## src/rtl/rf_pkg.sv

```systemverilog
// Shared defaults and dump-state encoding for the register file and its dump controller.
package rf_pkg;

    localparam int unsigned RF_WIDTH  = 8;
    localparam int unsigned RF_DEPTH  = 8;
    localparam int unsigned RF_ADDR_W = $clog2(RF_DEPTH);

    typedef enum logic {
        ST_IDLE = 1'b0,
        ST_DUMP = 1'b1
    } dump_state_e;

endpackage

```

## src/rtl/rf_dump_ctrl.sv

```systemverilog
// Dump FSM: streams every register out with valid/ready handshaking and registered beat outputs.
module rf_dump_ctrl
    import rf_pkg::*;
#(
    parameter int unsigned WIDTH  = RF_WIDTH,
    parameter int unsigned DEPTH  = RF_DEPTH,
    parameter int unsigned ADDR_W = RF_ADDR_W
) (
    input  logic              clk,
    input  logic              rst_n,
    input  logic              i_start,
    input  logic              i_ready,
    output logic [ADDR_W-1:0] o_snap_idx,
    input  logic [WIDTH-1:0]  i_snap_data,
    output logic              o_valid,
    output logic [ADDR_W-1:0] o_idx,
    output logic [WIDTH-1:0]  o_data,
    output logic              o_last,
    output logic              o_busy
);

    localparam logic [ADDR_W-1:0] LAST_IDX = ADDR_W'(DEPTH - 1);

    dump_state_e       r_state;
    dump_state_e       w_state_nxt;
    logic              r_valid;
    logic              w_valid_nxt;
    logic [ADDR_W-1:0] r_idx;
    logic [ADDR_W-1:0] w_idx_nxt;
    logic [WIDTH-1:0]  r_data;
    logic [WIDTH-1:0]  w_data_nxt;
    logic              r_last;
    logic              w_last_nxt;
    logic              w_hs;

    assign w_hs       = r_valid & i_ready;
    // Index loaded on the next handshake; the parent returns its bypassed value.
    assign o_snap_idx = r_idx + ADDR_W'(1);

    always_ff @(posedge clk or negedge rst_n) begin
        if (!rst_n) begin
            r_state <= ST_IDLE;
            r_valid <= 1'b0;
            r_idx   <= '0;
            r_data  <= '0;
            r_last  <= 1'b0;
        end else begin
            r_state <= w_state_nxt;
            r_valid <= w_valid_nxt;
            r_idx   <= w_idx_nxt;
            r_data  <= w_data_nxt;
            r_last  <= w_last_nxt;
        end
    end

    always_comb begin
        w_state_nxt = r_state;
        w_valid_nxt = r_valid;
        w_idx_nxt   = r_idx;
        w_data_nxt  = r_data;
        w_last_nxt  = r_last;
        case (r_state)
            ST_IDLE: begin
                if (i_start) begin
                    // Register 0 is hard-wired to zero, so the first beat needs no lookup.
                    w_state_nxt = ST_DUMP;
                    w_valid_nxt = 1'b1;
                    w_idx_nxt   = '0;
                    w_data_nxt  = '0;
                    w_last_nxt  = (LAST_IDX == '0);
                end
            end
            ST_DUMP: begin
                if (w_hs) begin
                    if (r_idx == LAST_IDX) begin
                        w_state_nxt = ST_IDLE;
                        w_valid_nxt = 1'b0;
                        w_idx_nxt   = '0;
                        w_data_nxt  = '0;
                        w_last_nxt  = 1'b0;
                    end else begin
                        w_idx_nxt   = o_snap_idx;
                        w_data_nxt  = i_snap_data;
                        w_last_nxt  = (o_snap_idx == LAST_IDX);
                    end
                end
            end
            default: begin
                w_state_nxt = ST_IDLE;
                w_valid_nxt = 1'b0;
                w_last_nxt  = 1'b0;
            end
        endcase
    end

    assign o_valid = r_valid;
    assign o_idx   = r_idx;
    assign o_data  = r_data;
    assign o_last  = r_last;
    assign o_busy  = (r_state != ST_IDLE);

endmodule

```

## src/rtl/reg_file.sv

```systemverilog
// Two-read/one-write register file with r0 hard-wired to zero, write-through bypass, and a dump stream.
module reg_file
    import rf_pkg::*;
#(
    parameter int unsigned WIDTH  = RF_WIDTH,
    parameter int unsigned DEPTH  = RF_DEPTH,
    parameter int unsigned ADDR_W = $clog2(DEPTH)
) (
    input  logic              clk,
    input  logic              reset,
    input  logic              we,
    input  logic [ADDR_W-1:0] waddr,
    input  logic [WIDTH-1:0]  wdata,
    input  logic [ADDR_W-1:0] raddr_a,
    input  logic [ADDR_W-1:0] raddr_b,
    output logic [WIDTH-1:0]  rdata_a,
    output logic [WIDTH-1:0]  rdata_b,
    input  logic              dump_start,
    input  logic              dump_ready,
    output logic              dump_valid,
    output logic [ADDR_W-1:0] dump_idx,
    output logic [WIDTH-1:0]  dump_data,
    output logic              dump_last,
    output logic              busy
);

    logic [WIDTH-1:0]  r_regs [DEPTH];
    logic              w_wr_en;
    logic              w_hit_a;
    logic              w_hit_b;
    logic              w_hit_s;
    logic [ADDR_W-1:0] w_snap_idx;
    logic [WIDTH-1:0]  w_snap_data;

    assign w_wr_en = we && (waddr != '0);

    always_ff @(posedge clk or negedge reset) begin
        if (!reset) begin
            for (int unsigned i = 0; i < DEPTH; i++) begin
                r_regs[i] <= '0;
            end
        end else if (w_wr_en) begin
            r_regs[waddr] <= wdata;
        end
    end

    // Bypass only on a real write: a write to r0 is discarded, so r0 stays zero on every port.
    assign w_hit_a     = w_wr_en && (waddr == raddr_a);
    assign w_hit_b     = w_wr_en && (waddr == raddr_b);
    assign w_hit_s     = w_wr_en && (waddr == w_snap_idx);

    assign rdata_a     = w_hit_a ? wdata : r_regs[raddr_a];
    assign rdata_b     = w_hit_b ? wdata : r_regs[raddr_b];
    assign w_snap_data = w_hit_s ? wdata : r_regs[w_snap_idx];

    rf_dump_ctrl #(
        .WIDTH  (WIDTH),
        .DEPTH  (DEPTH),
        .ADDR_W (ADDR_W)
    ) u_dump_ctrl (
        .clk         (clk),
        .rst_n       (reset),
        .i_start     (dump_start),
        .i_ready     (dump_ready),
        .o_snap_idx  (w_snap_idx),
        .i_snap_data (w_snap_data),
        .o_valid     (dump_valid),
        .o_idx       (dump_idx),
        .o_data      (dump_data),
        .o_last      (dump_last),
        .o_busy      (busy)
    );

endmodule
```

## config.mk

```make
export PLATFORM = sky130hd
export DESIGN_NAME = reg_file
export DESIGN_NICKNAME = d
export VERILOG_FILES = /design/src/rtl/rf_pkg.sv /design/src/rtl/rf_dump_ctrl.sv /design/src/rtl/reg_file.sv
export SDC_FILE = /design/constraint.sdc
export NUM_CORES = 1
export LEC_CHECK = 0
export ABC_AREA = 1
export CORE_MARGIN = 5
export CORE_UTILIZATION = 50
export DETAILED_ROUTE_END_ITERATION = 10
export GPL_TIMING_DRIVEN = 0
export PLACE_DENSITY = 0.71
export RECOVER_POWER = 50
export SLEW_MARGIN = 30
export SYNTH_ARGS = -nofsm -noshare
export SYNTH_HDL_FRONTEND = slang
export SYNTH_HIERARCHICAL = 1
export SYNTH_SLANG_ARGS = --single-unit
```

## constraint.sdc

```tcl
create_clock -name clk -period 2.05 [get_ports clk]
set_input_delay 0.41 -clock clk [delete_from_list [all_inputs] [get_ports clk]]
set_output_delay 0.41 -clock clk [all_outputs]
set_load 0.005 [all_outputs]
```

==> metrics.md, run 1 <==
| Metric | Value |
|---|---|
| Total CTS buffers | 9 |
| HPWL Detailed | 16,200 µm |
| Post-Syn Instances | approximately 840 |
| Max Slew Vio Count | 0 |
| Worst Tran Pin Value | a little under 900 ps |
| Core ar. | between 0.01 and 0.015 mm² |
| Cell depth of the worst setup path | 8 |
| Yosys top cell area share | about 36% |
| Slew margin rel. | 41.6% |
| CP Cell Sequence | buf_4 > nand2_2 > nand3_2 > nand3_2 > nand2_1 > nand2_1 > nand2_1 > dlygate4sd2_1 |
| IR drop worst, VDD | 591 µV |
| Drt total wl | 23,100 µm |
| CP max stage delay | 400 ps |
| Yosys top cell by area | dfrtp_1 |
| Startpoint types | flop |
| Final setup vio count | 1 |
| Fillers | 950 |
| Crit path kind | reg -> out |
| R2R depth | 13 |
| CP startpoint | r_regs[38]$_DFFE_PN0P_ |
| Die Span X | 113 µm |
| Post-route core utilization | between 60 and 70% |
| Critical Path Sink | rdata_a[6] |
| Vias per cell | 5.94 |
| Max-cap violations | 0 |
| Critical path arrival | 1640 ps |
| Final Net Count | 969 |
| Cell Area, Synth | about 0.0053 mm² |
| Layout cells sized above 1 | 20.7% |
| Total gr overflow | 0 |
| CP most frequent cell | nand2_1 |
| TritonCTS clock tree | built |
| Fmax | 0.487 GHz |
| LEAKAGE | 3.72 nW |
| Area Overhead vs Synth | 30.0% |
| Post-Route Skew | 11.0 ps |
| H-tree Lvls | 3 |
| P per Cell Area | 1150 mW/mm² |
| CP max-delay cell | dfrtp_1 |
| Tot GR Track Use | between 30 and 40% |
| Pin count of the biggest net entering global routing | 53 |
| CP Buf/Inv Count | 2 |
| Netlist cell types | 21 |
| Placer Congestion | 1.01 |
| Tmin final | a little over 2000 ps |
| Worst EP required | 1640 ps |
| Initial antenna violation count | 0 |
| Register area share after synthesis | 36.5% |
| Synth area leaders | dfrtp_1 36%, nand2_1 24%, nand3_1 18%, inv_1 5.8%, o21ai_0 4.3% |
| Unrepaired setup endpoints after global routing | true |
| Syn Area/Cell | 6.36 µm² |
| Die height | 113 µm |
| Worst slack, placed | -792 ps |
| Full die area | 0.0129 mm² |
| Delay-heaviest family, CP | simple AND/OR/NAND/NOR gates |
| Post-route setup slack | -4.34 ps |
| Hold Worst Slack | approximately 470 ps |
| Initial DRC Count | around 1.0k |
| Worst-path clk slew | 90 ps |
| Clk Latency, worst-skew pair | between 300 and 400 ps |
| PortBufs | 45 |
| DR pass1 iterations | 6 |
| Initial core utilization | 51.6% |
| DRC viols | 0 |
| Via count | 6,437 |
| R2r setup slk | 70 ps |
| Drt wl/cell | 21.3 µm |
| First-pass GRT wire length | 34,900 µm |
| Status | finished with violations |
| Top Ports | 52 |
| Period utilization | 100% |
| Row cnt | 37 |
| Crit end category | output pin |
| Failing checks | negative setup slack |
| Clock Path Buffers | 2 |
| Syn_nets | 867 |
| Yosys reg bits | 78 |
| Yosys warnings | 6 |
| Vias in the first global route | 6,119 |
| RR Startpoint | u_dump_ctrl/o_idx[1]$_DFFE_PN0P_ |
| Final Hold Viols | 0 |
| N_diodes | 0 |
| Worst hold path type | reg -> reg |
| Reg-to-reg endpoint | u_dump_ctrl/o_data[5]$_DFFE_PN0P_ |
| Routed Antenna Nets | 0 |
| Critical path peak fanout | 3 |
| Clock sinks | slightly below 80 |
| Clock root cell | clkbuf_8 |
## placed cells by master, fill, tap and decap left out, drive strengths merged
cell,n
a21oi,1
buf,72
bufinv,1
clkbuf,34
clkdlybuf4s15,1
clkdlybuf4s50,22
clkinv,3
dfrtp,78
dlygate4sd2,16
dlygate4sd3,1
dlymetal6s2s,2
ha,4
inv,94
nand2,356
nand3,191
nor2,13
nor3,2
o21ai,57
## flip-flops by register name, indices dropped and copies added, names as in the netlist
signal / flops
u_dump_ctrl/o_valid: 1
u_dump_ctrl/o_data: 8
u_dump_ctrl/o_idx: 3
r_regs: 64
u_dump_ctrl/o_last: 1
u_dump_ctrl/o_busy: 1
## how the worst min path moves through the flow
| stage | slack (ps) | to | start | cells past startpoint |
|---|---|---|---|---|
| 6_report | 470 | r_regs[56]$_DFFE_PN0P_ | r_regs[56]$_DFFE_PN0P_ | 1 |
| 5_1_grt | 490 | r_regs[56]$_DFFE_PN0P_ | r_regs[56]$_DFFE_PN0P_ | 1 |
| 4_1_cts | 470 | r_regs[58]$_DFFE_PN0P_ | r_regs[58]$_DFFE_PN0P_ | 1 |
| 3_5_place_dp | 350 | r_regs[61]$_DFFE_PN0P_ | reset | 1 |
| 3_3_place_gp | 440 | r_regs[60]$_DFFE_PN0P_ | r_regs[60]$_DFFE_PN0P_ | 1 |
| 2_1_floorplan | 110 | r_regs[0]$_DFFE_PN0P_ | reset | 0 |
## final cells by class
type	instances	area [µm²]	area share [%]
multi-input cells	624	3010	43.3
repair buffers	91	838	12.1
inverters	91	399	5.74
plain buffers	48	383	5.51
flip-flops and latches	78	1950	28.1
clock buffers	9	124	1.78
well taps	136	170	2.45
clock inverters	7	77.6	1.12
## repair_timing
action | 4_1_cts | 5_1_grt
setup buffers | 28 | 16
endpoints found under the setup margin | 24 | 19
hold buffers | 1 | 0
gates cloned | 1 | 0
gates resized for setup | 143 | 56
pin swaps | 11 | 12
hold endpoints to repair | 26 | 0
## power breakdown
group / total, mW / switching (mW) / internal [mW]
Sequential: 2.08 / 0.219 / 1.86
Combinational: 4.66 / 2.87 / 1.80
Clock: 1.26 / 0.679 / 0.581
## kinds of logic after synthesis
family | count (synthesis) | share of synthesized area, %
buffers and inverters | 140 | 11.1
flip-flops | 78 | 36.5
AND/OR/NAND/NOR | 561 | 46.1
adder cells (fa/ha/maj) | 4 | 0.936
AO/OA/AOI/OAI | 58 | 5.43
## stage by stage
stage | setup TNS [ps] | cell area, µm² | power [mW] | cells
floorplan | 0 | 5350 | 4.29 | 841
global placement | -171830 | 5970 | 5.70 | 1022
detailed placement | -16070 | 5990 | 5.78 | 1023
CTS | -286 | 6730 | 7.34 | 1069
global route | -180 | 6950 | 8.42 | 1084
finish | -4.34 | 6950 | 8.01 | 1084
## routing by layer
metal,track usage (%),up-vias,share of wire (%)
li1,-,2872,-
met1,48.5,3012,38
met2,55.2,469,44
met3,5.89,84,12
met4,18.4,0,5.7
met5,0,-,0
## synthesized netlist by cell type, drive strengths merged
cell type	instances
nand2	356
nand3	191
inv	91
dfrtp	78
o21ai	57
buf	31
clkbuf	18
nor2	12
ha	4
nor3	2
a21oi	1
No activity file was read; power rests on OpenSTA's default activity.
==> inputs of run 2 (changes only) <==
- CELL_PAD_IN_SITES_DETAIL_PLACEMENT: default -> 1
- CELL_PAD_IN_SITES_GLOBAL_PLACEMENT: default -> 1
- CORE_UTILIZATION: 50 -> 41
- PLACE_DENSITY: 0.71 -> default
- PLACE_DENSITY_LB_ADDON: default -> 0.1
==> metrics.md, run 2 (synthesis results as in run 1) <==
| Metric | Value |
|---|---|
| Status | finished with violations (unchanged) |
| Failing checks | negative setup slack (unchanged) |
| Delay-heaviest family, CP | simple AND/OR/NAND/NOR gates (unchanged) |
| Die Span X | 124 µm (was 113 µm) |
| Top Ports | 52 (unchanged) |
| R2R depth | 11 (was 13) |
| Clk Latency, worst-skew pair | 360 ps (was 370 ps) |
| PortBufs | 45 (unchanged) |
| Slew margin rel. | 45.0% (was 41.6%) |
| Max Slew Vio Count | 0 (unchanged) |
| Fillers | 1,715 (was 950) |
| Clock sinks | 78 (unchanged) |
| Biggest register | r_regs (unchanged) |
| H-tree Lvls | 3 (unchanged) |
| Drt total wl | 26,600 µm (was 23,100 µm) |
| Pin count of the biggest net entering global routing | 53 (unchanged) |
| Setup TNS | -8.41 ps (was -4.34 ps) |
| Hold Path Stages | 1 (unchanged) |
| Startpoint types | input pin (was flop) |
| Crit path kind | in -> out (was reg -> out) |
| P per Cell Area | 1200 mW/mm² (was 1150 mW/mm²) |
| Clock Path Buffers | 2 (unchanged) |
| Fin area | 0.00714 mm² (was 0.00695 mm²) |
| Hold path endpoint | r_regs[61]$_DFFE_PN0P_ (was r_regs[56]$_DFFE_PN0P_) |
| IR drop worst, VDD | 554 µV (was 591 µV) |
| R2r setup slk | -5 ps (was 70 ps) |
| Critical path peak fanout | 8 (was 3) |
| Leading cell type in the layout, fill and taps excluded | nand2_1 (unchanged) |
| Total CTS buffers | 9 (unchanged) |
| Dpl cells | 1,059 (was 1,023) |
| Most frequent cells in the layout | 339 x nand2_1, 162 x nand3_1, 74 x dfrtp_1 (was 336 x nand2_1, 160 x nand3_1, 78 x dfrtp_1) |
| CP max-delay cell | dlygate4sd2_1 (was dfrtp_1) |
| Final setup vio count | 2 (was 1) |
| CP max stage delay | 270 ps (was 400 ps) |
| Layout cells sized above 1 | 21.3% (was 20.7%) |
| Tot GR Track Use | 33.4% (was 35.7%) |
| Post-Route Skew | 11.9 ps (was 11.0 ps) |
| Clock root cell | clkbuf_16 (was clkbuf_8) |
| DRC viols | 0 (unchanged) |
| Post-route core utilization | 56.1% (was 67.1%) |
| Initial DRC Count | 724 (was 1,016) |
| Worst Tran Pin Value | 818 ps (was 870 ps) |
| Initial antenna violation count | 0 (unchanged) |
| Cell Count, Final, Fillers Out | 1,120 (was 1,084) |
| Final Hold Viols | 0 (unchanged) |
| Vias per cell | 5.80 (was 5.94) |
| Hold_sp | r_regs[61]$_DFFE_PN0P_ (was r_regs[56]$_DFFE_PN0P_) |
| Worst-path clk slew | 60 ps (was 90 ps) |
| Critical path arrival | 1640 ps (about the same) |
| Post-route setup slack | -4.66 ps (was -4.34 ps) |
| Final Net Count | 969 (unchanged) |
| Via count | 6,497 (was 6,437) |
| N_diodes | 0 (unchanged) |
| Row cnt | 41 (was 37) |
| Worst hold path type | reg -> reg (unchanged) |
| HPWL Detailed | 18,600 µm (was 16,200 µm) |
| Max-cap violations | 0 (unchanged) |
| Full die area | 0.0154 mm² (was 0.0129 mm²) |
| First-pass GRT wire length | 39,500 µm (was 34,900 µm) |
| Total gr overflow | 0 (unchanged) |
| CP Buf/Inv Count | 4 (was 2) |
| Crit end category | output pin (unchanged) |
| CP Cell Sequence | buf_4 > inv_2 > nand2_2 > nand2_4 > nor2_4 > buf_12 > nand2_8 > nand3_1 > nand2_1 > dlygate4sd2_1 (was buf_4 > nand2_2 > nand3_2 > nand3_2 > nand2_1 > nand2_1 > nand2_1 > dlygate4sd2_1) |
| Initial core utilization | 42.0% (was 51.6%) |
| DR pass1 iterations | 5 (was 6) |
| Drt wl/cell | 23.8 µm (was 21.3 µm) |
| Max FFs per register | 64 (unchanged) |
| Period utilization | 100% (about the same) |
| Area Overhead vs Synth | 33.5% (was 30.0%) |
| Routed Antenna Nets | 0 (unchanged) |
| Die height | 124 µm (was 113 µm) |
| Fmax | 0.487 GHz (about the same) |
| RR Startpoint | u_dump_ctrl/o_idx[1]$_DFFE_PN0P_ (unchanged) |
| Core ar. | 0.0127 mm² (was 0.0104 mm²) |
| Placer Congestion | 0.983 (was 1.01) |
| Worst EP required | 1640 ps (about the same) |
| TritonCTS clock tree | built (unchanged) |
| LEAKAGE | 3.73 nW (was 3.72 nW) |
| Reg-to-reg endpoint | u_dump_ctrl/o_data[0]$_DFFE_PN0P_ (was u_dump_ctrl/o_data[5]$_DFFE_PN0P_) |
| Dpl cell area | 0.00604 mm² (was 0.00599 mm²) |
| Tmin final | 2050 ps (about the same) |
| Vias in the first global route | 6,602 (was 6,119) |
run 2: cell count changes in the layout (fill, tap and decap cells not counted), sizes merged, moves of 3 or more:
cell | before | now
clkdlybuf4s15 | 1 | 4
clkbuf | 34 | 37
buf | 72 | 69
dlygate4sd2 | 16 | 13
run 2: how the worst max path moves through the flow:
stage | slack, ps | endpoint | cells past startpoint | start
floorplan | 130 | u_dump_ctrl/o_data[0]$_DFFE_PN0P_ | 12 | u_dump_ctrl/o_idx[0]$_DFFE_PN0P_
global placement | -2000 | r_regs[6]$_DFFE_PN0P_ | 1 | reset
detailed placement | -840 | rdata_a[3] | 9 | waddr[2]
CTS | -160 | rdata_a[2] | 10 | raddr_a[0]
global route | -50 | u_dump_ctrl/o_data[1]$_DFFE_PN0P_ | 12 | u_dump_ctrl/o_idx[0]$_DFFE_PN0P_
finish | -5 | rdata_a[7] | 10 | waddr[0]
run 2: stage by stage:
| step | hold WS [ps] | worst slack, ps | power [mW] |
|---|---|---|---|
| after global routing | 492 | -53.7 | 8.97 |
| after CTS | 468 | -160 | 8.04 |
| after global placement | 441 | -2000 | 5.75 |
| after detailed placement | 356 | -837 | 5.89 |
| final | 465 | -4.66 | 8.59 |
| after floorplan | 114 | 127 | 4.29 |
run 2: where the power goes:
group          internal [mW]  switching (mW)  leakage, nW
Combinational           1.75            3.00         2.60
Clock                  0.961           0.734        0.151
Sequential              1.87           0.267        0.982
run 2: layout make-up:
| cell class | instances | area, µm² | share of cell area [%] |
|---|---|---|---|
| Multi-Input combinational cell | 625 | 3040 | 42.5 |
| Sequential cell | 78 | 1960 | 27.4 |
| Timing Repair Buffer | 91 | 847 | 11.9 |
| Inverter | 91 | 393 | 5.50 |
| Buffer | 47 | 388 | 5.43 |
| Clock buffer | 9 | 225 | 3.15 |
| Tap cell | 172 | 215 | 3.01 |
| Clock inverter | 7 | 78.8 | 1.10 |
run 2: layer usage:
metal / up-vias / routed length (µm) / track usage (%)
li1: 2876 / - / -
met1: 3197 / 10400 / 42.1
met2: 332 / 12700 / 55.2
met3: 92 / 2010 / 5.83
met4: 0 / 1460 / 16.1
met5: - / 0 / 0
run 2: timing repair:
item / 4_1_cts / 5_1_grt
resized for setup: 163 / 53
setup buffers: 35 / 9
endpoints found under the hold margin: 26 / 0
pin swaps: 13 / 12
hold buffers: 1 / 0
cloned: 2 / 0
endpoints found under the setup margin: 24 / 19
==> inputs of run 3 (changes only) <==
- HOLD_SLACK_MARGIN: default -> 0.12
==> results of run 3 <==
Same layout as run 2: the final DEF is identical, and so are final timing and power.
